===== src/rtl/mario_motion.sv =====
// Player motion core: walk, jump and gravity for a single sprite, updated
// once per video frame. Keys are synchronized first. Esc toggles a pause
// that freezes all motion state.
module mario_motion #(
  parameter int unsigned X_MIN     = 0,
  parameter int unsigned X_MAX     = 608,
  parameter int unsigned X_START   = 64,
  parameter int unsigned GROUND_Y  = 400,
  parameter int unsigned WALK_STEP = 2,
  parameter int unsigned JUMP_V    = 12,
  parameter int unsigned GRAVITY   = 1,
  parameter int unsigned VMAX      = 12
) (
  input  logic       clk,
  input  logic       rst,
  input  logic       frame_tick,
  input  logic [5:0] move_state,
  output logic [9:0] pos_x,
  output logic [9:0] pos_y,
  output logic       facing,
  output logic       airborne,
  output logic       crouch,
  output logic       paused,
  output logic [1:0] mstate
);

  typedef enum logic [1:0] {
    GROUND  = 2'b00,
    RISING  = 2'b01,
    FALLING = 2'b10
  } state_e;

  // Key bit positions within move_state.
  localparam int unsigned K_UP    = 0;
  localparam int unsigned K_LEFT  = 1;
  localparam int unsigned K_RIGHT = 2;
  localparam int unsigned K_DOWN  = 3;
  localparam int unsigned K_SPACE = 4;
  localparam int unsigned K_ESC   = 5;

  // Constants widened to the 11-bit working width so no compare can wrap.
  localparam logic [10:0] X_MIN_W  = 11'(X_MIN);
  localparam logic [10:0] X_MAX_W  = 11'(X_MAX);
  localparam logic [10:0] STEP_W   = 11'(WALK_STEP);
  localparam logic [10:0] GROUND_W = 11'(GROUND_Y);
  localparam logic [10:0] GRAV_W   = 11'(GRAVITY);
  localparam logic [10:0] VMAX_W   = 11'(VMAX);
  localparam logic [9:0]  X_MIN_P  = 10'(X_MIN);
  localparam logic [9:0]  X_MAX_P  = 10'(X_MAX);
  localparam logic [9:0]  X_START_P = 10'(X_START);
  localparam logic [9:0]  GROUND_P = 10'(GROUND_Y);
  localparam logic [4:0]  JUMP_V_P = 5'(JUMP_V);
  localparam logic [4:0]  GRAV_P   = 5'(GRAVITY);

  logic [5:0] ks_meta_q;
  logic [5:0] ks_q;
  logic       esc_prev_q;
  logic       paused_q,     paused_d;
  logic       jump_armed_q, jump_armed_d;
  logic [9:0] pos_x_q,      pos_x_d;
  logic [9:0] pos_y_q,      pos_y_d;
  logic [4:0] vy_q,         vy_d;
  logic       facing_q,     facing_d;
  state_e     state_q,      state_d;

  logic        esc_rise;
  logic        upd;
  logic        jump;
  logic        go_left;
  logic        go_right;
  logic        hold_x;
  logic [10:0] x_cur;
  logic [10:0] x_inc;
  logic [10:0] y_cur;
  logic [10:0] vy_cur;
  logic [10:0] vn_raw;
  logic [10:0] vn;
  logic [10:0] y_fall;

  assign esc_rise = ks_q[K_ESC] & ~esc_prev_q;
  // An esc edge coinciding with a frame tick wins: motion skips that frame.
  assign upd      = frame_tick & ~paused_q & ~esc_rise;
  assign jump     = ks_q[K_UP] | ks_q[K_SPACE];
  assign go_left  = ks_q[K_LEFT] & ~ks_q[K_RIGHT];
  assign go_right = ks_q[K_RIGHT] & ~ks_q[K_LEFT];
  assign hold_x   = (state_q == GROUND) & ks_q[K_DOWN];

  assign x_cur  = {1'b0, pos_x_q};
  assign x_inc  = x_cur + STEP_W;
  assign y_cur  = {1'b0, pos_y_q};
  assign vy_cur = {6'b0, vy_q};
  assign vn_raw = vy_cur + GRAV_W;
  assign vn     = (vn_raw > VMAX_W) ? VMAX_W : vn_raw;
  assign y_fall = y_cur + vn;

  // Next-state computation for pause, jump arming, horizontal and vertical motion.
  always_comb begin
    // NOTE: every variable gets its hold value first so no path leaves it
    // unassigned, which would otherwise infer a latch.
    paused_d     = paused_q ^ esc_rise;
    jump_armed_d = jump_armed_q;
    pos_x_d      = pos_x_q;
    pos_y_d      = pos_y_q;
    vy_d         = vy_q;
    facing_d     = facing_q;
    state_d      = state_q;

    if (upd) begin
      if (!jump) jump_armed_d = 1'b1;

      // Horizontal: facing always follows a single direction key; motion
      // is suppressed while crouching on the ground.
      if (go_left) begin
        facing_d = 1'b0;
        if (!hold_x) begin
          if (x_cur < X_MIN_W + STEP_W) pos_x_d = X_MIN_P;
          else                          pos_x_d = 10'(x_cur - STEP_W);
        end
      end else if (go_right) begin
        facing_d = 1'b1;
        if (!hold_x) begin
          if (x_inc > X_MAX_W) pos_x_d = X_MAX_P;
          else                 pos_x_d = 10'(x_inc);
        end
      end

      // Vertical: launch, decelerate while rising, accelerate while falling.
      unique case (state_q)
        GROUND: begin
          if (jump && jump_armed_q) begin
            vy_d         = JUMP_V_P;
            state_d      = RISING;
            jump_armed_d = 1'b0;
          end
        end
        RISING: begin
          if (vy_cur > y_cur) begin
            pos_y_d = '0;
            vy_d    = '0;
            state_d = FALLING;
          end else begin
            pos_y_d = 10'(y_cur - vy_cur);
            if (vy_cur <= GRAV_W) begin
              vy_d    = '0;
              state_d = FALLING;
            end else begin
              vy_d = vy_q - GRAV_P;
            end
          end
        end
        FALLING: begin
          if (y_fall >= GROUND_W) begin
            pos_y_d = GROUND_P;
            vy_d    = '0;
            state_d = GROUND;
          end else begin
            pos_y_d = 10'(y_fall);
            vy_d    = 5'(vn);
          end
        end
        default: begin
          pos_y_d = GROUND_P;
          vy_d    = '0;
          state_d = GROUND;
        end
      endcase
    end
  end

  // Key synchronizer, esc edge detector and all motion state registers.
  always_ff @(posedge clk) begin
    // NOTE: sequential state uses non-blocking assignments so every flop
    // samples pre-edge values regardless of statement order.
    if (!rst) begin
      ks_meta_q    <= '0;
      ks_q         <= '0;
      esc_prev_q   <= 1'b0;
      paused_q     <= 1'b0;
      jump_armed_q <= 1'b1;
      pos_x_q      <= X_START_P;
      pos_y_q      <= GROUND_P;
      vy_q         <= '0;
      facing_q     <= 1'b1;
      state_q      <= GROUND;
    end else begin
      ks_meta_q    <= move_state;
      ks_q         <= ks_meta_q;
      esc_prev_q   <= ks_q[K_ESC];
      paused_q     <= paused_d;
      jump_armed_q <= jump_armed_d;
      pos_x_q      <= pos_x_d;
      pos_y_q      <= pos_y_d;
      vy_q         <= vy_d;
      facing_q     <= facing_d;
      state_q      <= state_d;
    end
  end

  assign pos_x    = pos_x_q;
  assign pos_y    = pos_y_q;
  assign facing   = facing_q;
  assign paused   = paused_q;
  assign mstate   = state_q;
  assign airborne = (state_q != GROUND);
  assign crouch   = ks_q[K_DOWN] & (state_q == GROUND);

endmodule

===== config.mk =====
export PLATFORM = sky130hd
export DESIGN_NAME = mario_motion
export DESIGN_NICKNAME = d
export VERILOG_FILES = /design/src/rtl/mario_motion.sv
export SDC_FILE = /design/constraint.sdc
export NUM_CORES = 1
export LEC_CHECK = 0
export BUFFER_PORTS_ARGS = -buffer_cell sky130_fd_sc_hd__buf_2
export CAP_MARGIN = 20
export CORE_MARGIN = 5
export CORE_UTILIZATION = 50
export CTS_CLUSTER_SIZE = 20
export DETAILED_ROUTE_END_ITERATION = 16
export PLACE_DENSITY_LB_ADDON = 0.25
export SETUP_SLACK_MARGIN = 0.15
export SYNTH_ARGS = -nofsm -noshare
export SYNTH_HDL_FRONTEND = slang
export SYNTH_SLANG_ARGS = --single-unit

===== constraint.sdc =====
create_clock -name clk -period 3.8 [get_ports clk]
set_input_delay 0.38 -clock clk [delete_from_list [all_inputs] [get_ports clk]]
set_output_delay 0.38 -clock clk [all_outputs]
set_load 0.005 [all_outputs]

==> results.txt, run 1 <==
* Diode insertion count for antenna repair: 0
- Final non-filler cell total: roughly 540
- After routing, the total negative slack on setup checks comes to 0 ns.
- The count of nets left with antenna violations once routing finished came out at 0.
- Input and output buffers added on the ports amount to 33.
- After detailed routing, the number of remaining DRC violations is 0.
- Synth unique cells: just under 70
- Fraction of synthesis flops using an asynchronous set or reset pin: 0%
- Summing every instance area after synthesis gives 0.00329 mm2.
- Category of the critical setup timing path: reg2reg
- By area the synthesized netlist is led by dfxtp_1, ha_1, a21oi_1, nor2_1, nand2_1.
- Synthesis inferred 42 register bits.
- Post-synth EDFFs: 0
* FP Rows: 29
* Lkg Pwr: 0.00148 uW
* Total detailed-routing wirelength: about 8 mm
* Drt pass-1 iters: 5
- Number of global-route vias before repair: about 2800
- Of the total power, registers draw 48.2%.
- Post-placement worst setup slack: 0.0638 ns
- At the pin with the least slew margin, the transition time is between 0.7 and 0.8 ns.
- Die Area: slightly above 0.008 mm2
- After the first detailed-routing iteration, the DRC count stood at roughly 260.
* CTS root buf: clkbuf_8
- After layout, the worst path uses 91.5% of the clock period.
- Data on the critical path arrives at its endpoint at about 3.7 ns.
* Largest buffer count on any clock path: 2
* RSZ-0062 raised after global routing: no
- Launching element type of the critical path: flip-flop
- In this run, placement finished with an instance count of roughly 520.
- For the final database, setup skew stands at about 0.004 ns.
- Final number of hold-violating endpoints: 0
- The tightest min-delay check is of the in2reg type.
- Min-Delay Path Depth: 2
- TritonCTS built the clock tree.
- Clock share of power: a little over a third
- Filler Cells Inserted: between 500 and 600
- The initial antenna violation count came to 0.
* Worst Setup Slack, final: 0.322 ns
- Maximum resistive drop on vdd: 290 uV
* # IOs: 35
* Sequential fraction of the synthesis area: 25.6%
* Area growth from synthesis to layout: 12.8%
- Post-synthesis cell type with the largest combined area: dfxtp_1
* CP Max Fanout: 7
* Placer's final routability congestion estimate: around 0.90
- All-Layer GR Usage: between 10% and 20%
- Entering global routing, the biggest net connects 34 pins.
- Wire per inst: about 15 um
- CTS built an H-tree with a depth of 2.
- Clock-pin slew on the worst setup and hold paths: 0.08 ns
- Number of pins with negative max-slew slack in the final report: 0
- Yosys printed 0 warnings.
- The routed layout has 3269 vias.
- Worst skew pair latency: 0.28 ns
* Internal portion of total power: just over 700 uW
* Crit path required time: approximately 4.0 ns
- After synthesis, the most frequently instantiated cells are dfxtp_1, nor2_1, nand2_1, a21oi_1, ha_1.
- Of the total power, combinational logic draws approximately 17%.
* Die Ht: 91.1 um
- The top cell type by area accounts for 25.6% of the synthesized area.
- The routed design could run at a clock period as short as 3.48 ns.
* Critical path capture point type: flip-flop
- In the synthesized netlist the dominant register cell turns out to be dfxtp_1.
- Once detailed placement completed, the half-perimeter wirelength came to 5.83 mm.
- Leftover overflow at the end of global routing: 0
* Syn Inst Count: roughly 430
* TritonCTS sink count: between 40 and 50
- For this configuration, the core starts out at a cell density of 51.5%.
- Fmax: around 290 MHz
- In this run the power density over the cells is around 260 mW/mm2.
- Share of cells above drive strength 1: roughly 17%
- Max-capacitance violation count: 0
- Wire length of the first global-routing pass: 13.2 mm
- Via density per instance: 6.11
- Number of nets at the end of the flow: around 500
- In this run the standard cell core region covers around 0.0064 mm2.
- By instance count, the leading cell after synthesis is dfxtp_1.
* DIE WIDTH: 91.1 um
* Number of setup violations in the final report: 0
- Sw Ratio: 26.5%
- Number of hold buffers added after cts: 0
* TritonCTS buffer count: 5
* Run status: finished clean
* Number of cell instances on the worst register-to-register path: 16
- Net Sw Power: ~260 uW
- Relative max-transition margin: between 40% and 50%
* Avg Inst Size Synth: about 7.6 um2
[logic make-up (layout without fill, tap and decap cells)]
family,Yosys count,after routing,share of synthesized area (%)
AND/OR/NAND/NOR,177,177,28.9
AO/OA/AOI/OAI,128,128,26.3
buffers and inverters,47,71,5.86
flip-flops,42,42,25.6
adder cells (fa/ha/maj),25,25,9.97
XOR/XNOR,10,10,2.66
multiplexers,2,2,0.609
other,1,3,0.114
[power groups by stage]
stage | Combinational [uW] | Clock (uW) | Sequential (uW)
2_1_floorplan | 119 | 0 | 473
3_3_place_gp | 149 | 0 | 478
3_5_place_dp | 150 | 0 | 479
4_1_cts | 152 | 352 | 469
5_1_grt | 179 | 372 | 470
6_report | 160 | 343 | 468
[through the flow]
stage          hold slack, ns  total power [uW]  instance area (um2)  util, %
4_1_cts                 0.285               973                 3600     56.3
6_report                0.296               970                 3710     58.1
2_1_floorplan           0.412               592                 3290        -
5_1_grt                 0.294              1020                 3710     58.1
3_5_place_dp            0.421               629                 3480     54.4
3_3_place_gp            0.414               628                 3480     54.4
[final timing paths]
path	slack (ns)	to	start
setup / recovery	0.32	mstate[1]	vy_q[2]
hold / removal	0.30	ks_meta_q[4]	move_state[4]
setup reg to reg	0.32	mstate[1]	vy_q[2]
hold reg to reg	0.44	ks_q[5]	ks_meta_q[5]
[routing by layer]
metal  track usage [%]  vias up  share of wire [%]
met5                 0        -                  0
met4              3.30        0                1.0
met3              3.72        8                6.6
met2              28.1      115                 44
met1              26.9     1516                 48
li1                  -     1630                  -
[sequential cells by signal, indices dropped and copies added (netlist names)]
signal and count:
ks_q 6, pos_y 10, ks_meta_q 6, paused 1, mstate 2, vy_q 5
jump_armed_q 1, pos_x 9, facing 1, esc_prev_q 1
[worst max-delay path, stage by stage (launching register included)]
cell,delay (ns)
dfxtp_4,0.35
and3_4,0.19
a21oi_2,0.14
a21oi_1,0.05
or3_1,0.32
a21oi_2,0.19
nor2_1,0.07
ha_2,0.20
fa_2,0.39
a211oi_2,0.26
buf_4,0.16
o21ai_0,0.08
nand4_1,0.16
o31ai_4,0.12
o211ai_4,0.31
and3_4,0.26
mux2i_1,0.17
[cells in the final DEF, fill, tap and decap left out, drive strengths merged, types with 7 or more instances in the layout]
master  netlist  layout
xnor2         7       7
buf          10      43
nand3        13      13
clkbuf       17       7
or3           9       9
a211oi        8       8
o21ai        29      29
a31oi        12      12
nor2         39      39
nor3         10      10
inv          20      20
nand2        37      37
ha           23      23
nor4          7       7
dfxtp        42      42
and3         10      10
and2         15      15
a21oi        31      31
[final cells by class]
class	instances	area, um2	area share (%)
clock buffers	7	76.3	2.06
clock inverters	1	30.0	0.810
inverters	20	75.1	2.02
multi-input cells	345	2330	62.9
flip-flops and latches	42	853	23.0
well taps	77	96.3	2.60
repair buffers	43	244	6.58
[what timing repair did]
item                                   in CTS  in global routing
setup buffers                               0                  5
setup endpoints to repair                   8                 11
resized for setup                           4                 20
pin swaps                                   1                 11
endpoints found under the hold margin       0                  0
No activity file was read; power rests on OpenSTA's default activity.
==> run 2, diff against run 1 <==
--- a/config.mk
+++ b/config.mk
@@ -7,7 +7,6 @@
 export LEC_CHECK = 0
 export BUFFER_PORTS_ARGS = -buffer_cell sky130_fd_sc_hd__buf_2
 export CAP_MARGIN = 20
-export CORE_MARGIN = 5
 export CORE_UTILIZATION = 50
 export CTS_CLUSTER_SIZE = 20
 export DETAILED_ROUTE_END_ITERATION = 16
==> results.txt, run 2 (same netlist as run 1, synthesis figures left out) <==
- Internal power comes to approximately 720 uW.
- Leaving out fill and tap cells, the most frequent cells in the layout are nor2_1, dfxtp_1, nand2_1.
* Number of pins with negative max-slew slack in the final report: 0
* DRC Markers: 0
- CTS built an H-tree with a depth of 2.
- The number of global-route vias before repair was 3035.
* Met1 demand-to-capacity share in global routing: around a third
* Fmax: ~280 MHz
- Final Cycle Share: about 94%
* Most frequent CP cell: and3_4
* FP Rows: 29
- Summed over all nets, the half-perimeter wirelength after detailed placement is between 5 and 6 mm.
- Global routing used slightly below 4% of the available met3 tracks.
- The detailed router finished its first iteration with approximately 270 violations.
- DIE WIDTH: between 80 and 90 um
- The repair_antennas step left the layout with diodes totalling 0.
- After global routing the overflow that remains totals 0.
- Max-cap violations in this run came to 0.
- Placer's final routability congestion estimate: between 0.8 and 0.9
* Setup Skew: around 0.0083 ns
- By startpoint and endpoint, the worst setup path is classified as reg2reg.
- Area used by sequential logic in the layout: about 850 um2
- Filler Cells Inserted: 596
* Number of hold buffers added after cts: 0
* Worst skew pair latency: about 0.29 ns
* Total detailed-routing wirelength: between 8 and 9 mm
* Via density per instance: between 6 and 7
* Number of cell instances on the worst register-to-register path: 15
- Lkg Pwr: 0.00149 uW
* Launching element type of the critical path: flip-flop
* Share of total power in sequential cells: between 40% and 50%
- Initial cell density of the core: between 50% and 60%
- The floorplan step defined a core boundary enclosing between 0.006 and 0.007 mm2.
- Stage delay of the slowest cell on the critical path: 0.39 ns
- Once detail routing completed, the nets flagged for antenna violations numbered 0.
- Relative max-transition margin: approximately 51%
- In this run the deepest clock path goes through 2 buffers.
* M2 GR Usage: between 30% and 40%
* Crit-path slowest cell: or4_1
* Summed negative setup slack over all endpoints: 0 ns
- Drt pass-1 iters: 5
* Worst min-delay path category: in2reg
- Wire per inst: approximately 15 um
* CTS root buf: clkbuf_8
- TritonCTS sink count: 42
* Critical-path cell list: and3_4 -> or3_4 -> a21oi_4 -> a21oi_2 -> nor2_1 -> ha_2 -> fa_2 -> a211oi_2 -> buf_4 -> or4_1 -> nand4_1 -> o31ai_4 -> o211ai_4 -> and3_4 -> mux2i_1
- Summing all placed instances gives a cell area of approximately 0.0035 mm2.
- Antenna violations before repair: 0
* CP Max Fanout: 8
- Share of total power in combinational logic: between 15 and 20%
- TritonCTS built the clock tree.
- Buffers inserted during clock tree synthesis total 5.
* Die Area: approximately 0.0069 mm2
- Final number of hold-violating endpoints: 0
- Clock-pin slew on the worst setup and hold paths: roughly 0.080 ns
- Of the total power, the share spent switching nets is between 20% and 30%.
* PwrDens: about 260 mW/mm2
* Number of nets at the end of the flow: 493
* WP data arrival: roughly 3.8 ns
* Multi-input gate area in the final layout: 0.00234 mm2
* Transition at the pin with the smallest max-transition slack: roughly 0.73 ns
- Area growth from synthesis to layout: 13.2%
- Data on the critical path is required at its endpoint by roughly 4 ns.
* Maximum resistive drop on vdd: roughly 230 uV
- In this run the power spent charging and discharging nets is approximately 260 uW.
- Final worst path period need: approximately 3.6 ns
* Number of setup violations in the final report: 0
* Die Ht: approximately 83 um
* Min-Delay Path Depth: 2
- Vias after detailed routing: about 3300
* Pin count of the biggest net entering global routing: 34
- Wire length of the first global-routing pass: about 14 mm
- The run finished with clean final reports.
- With fillers left out, the area of the finished cells amounts to 0.00372 mm2.
- Port buffer count: 33
- The register with the most flip-flops in the layout has 10 of them.
- Of the total power, the clock network draws a little over a third.
- Busiest grt layer: met2
- # IOs: 35
- In the global route stage, overall resource usage came out at between 20% and 30%.
* RSZ-0062 raised after global routing: yes
* Share of cells above drive strength 1: 17.6%
- Critical path capture point type: flip-flop
[run 2: changes by cell type in the layout (fill, tap and decap cells not counted), sizes merged]
cell / previous run / this run
buf: 43 / 45
[run 2: repair_timing]
action,in CTS,in global routing
gates resized for setup,5,16
endpoints found under the setup margin,9,11
pin swaps,1,9
hold endpoints to repair,0,0
buffers inserted,0,7
[run 2: path summary, 6_finish.rpt]
check / startpoint / to / slack, ns
worst max-delay path: vy_q[2] / mstate[0] / 0.24
worst min-delay path: move_state[0] / ks_meta_q[0] / 0.29
worst max register to register: vy_q[2] / mstate[0] / 0.24
worst min register to register: ks_meta_q[5] / ks_q[5] / 0.44
[run 2: stage by stage]
step	instances	util, %	hold slack (ns)	setup slack, ns	total power [uW]
final	537	58.6	0.290	0.239	976
after floorplan	434	-	0.412	0.243	592
after detailed placement	522	54.7	0.418	0.0580	630
after global routing	537	58.6	0.281	0.0652	1020
after global placement	522	54.7	0.414	0.178	627
after CTS	530	56.7	0.284	0.162	975
[run 2: cell type report]
cell class | instances | share of cell area (%)
well taps | 77 | 2.59
clock buffers | 7 | 2.05
clock inverters | 1 | 0.807
flip-flops and latches | 42 | 22.8
inverters | 20 | 2.02
repair buffers | 45 | 6.86
multi-input cells | 345 | 62.9
[run 2: worst max-delay path, delay by kind of cell (launching register included)]
family                     cells  cell delay, ns
adders and majority gates      2            0.46
and+or+nand+nor                6            1.52
AOI/OAI and AO/OA              5            0.79
muxes                          1            0.19
buffers and inverters          1            0.15
DFF                            1            0.37
[run 2: per-layer routing]
metal | up-vias | share of wire [%]
met1 | 1495 | 47
met5 | - | 0
met4 | 0 | 1.4
met2 | 131 | 46
met3 | 14 | 6.3
li1 | 1623 | -
[run 2: power by group through the flow]
stage / Sequential, uW / Clock [uW] / Combinational, uW
after global routing: 471 / 371 / 181
after detailed placement: 479 / 0 / 151
after floorplan: 473 / 0 / 119
after global placement: 478 / 0 / 149
after CTS: 469 / 353 / 154
final: 469 / 344 / 163
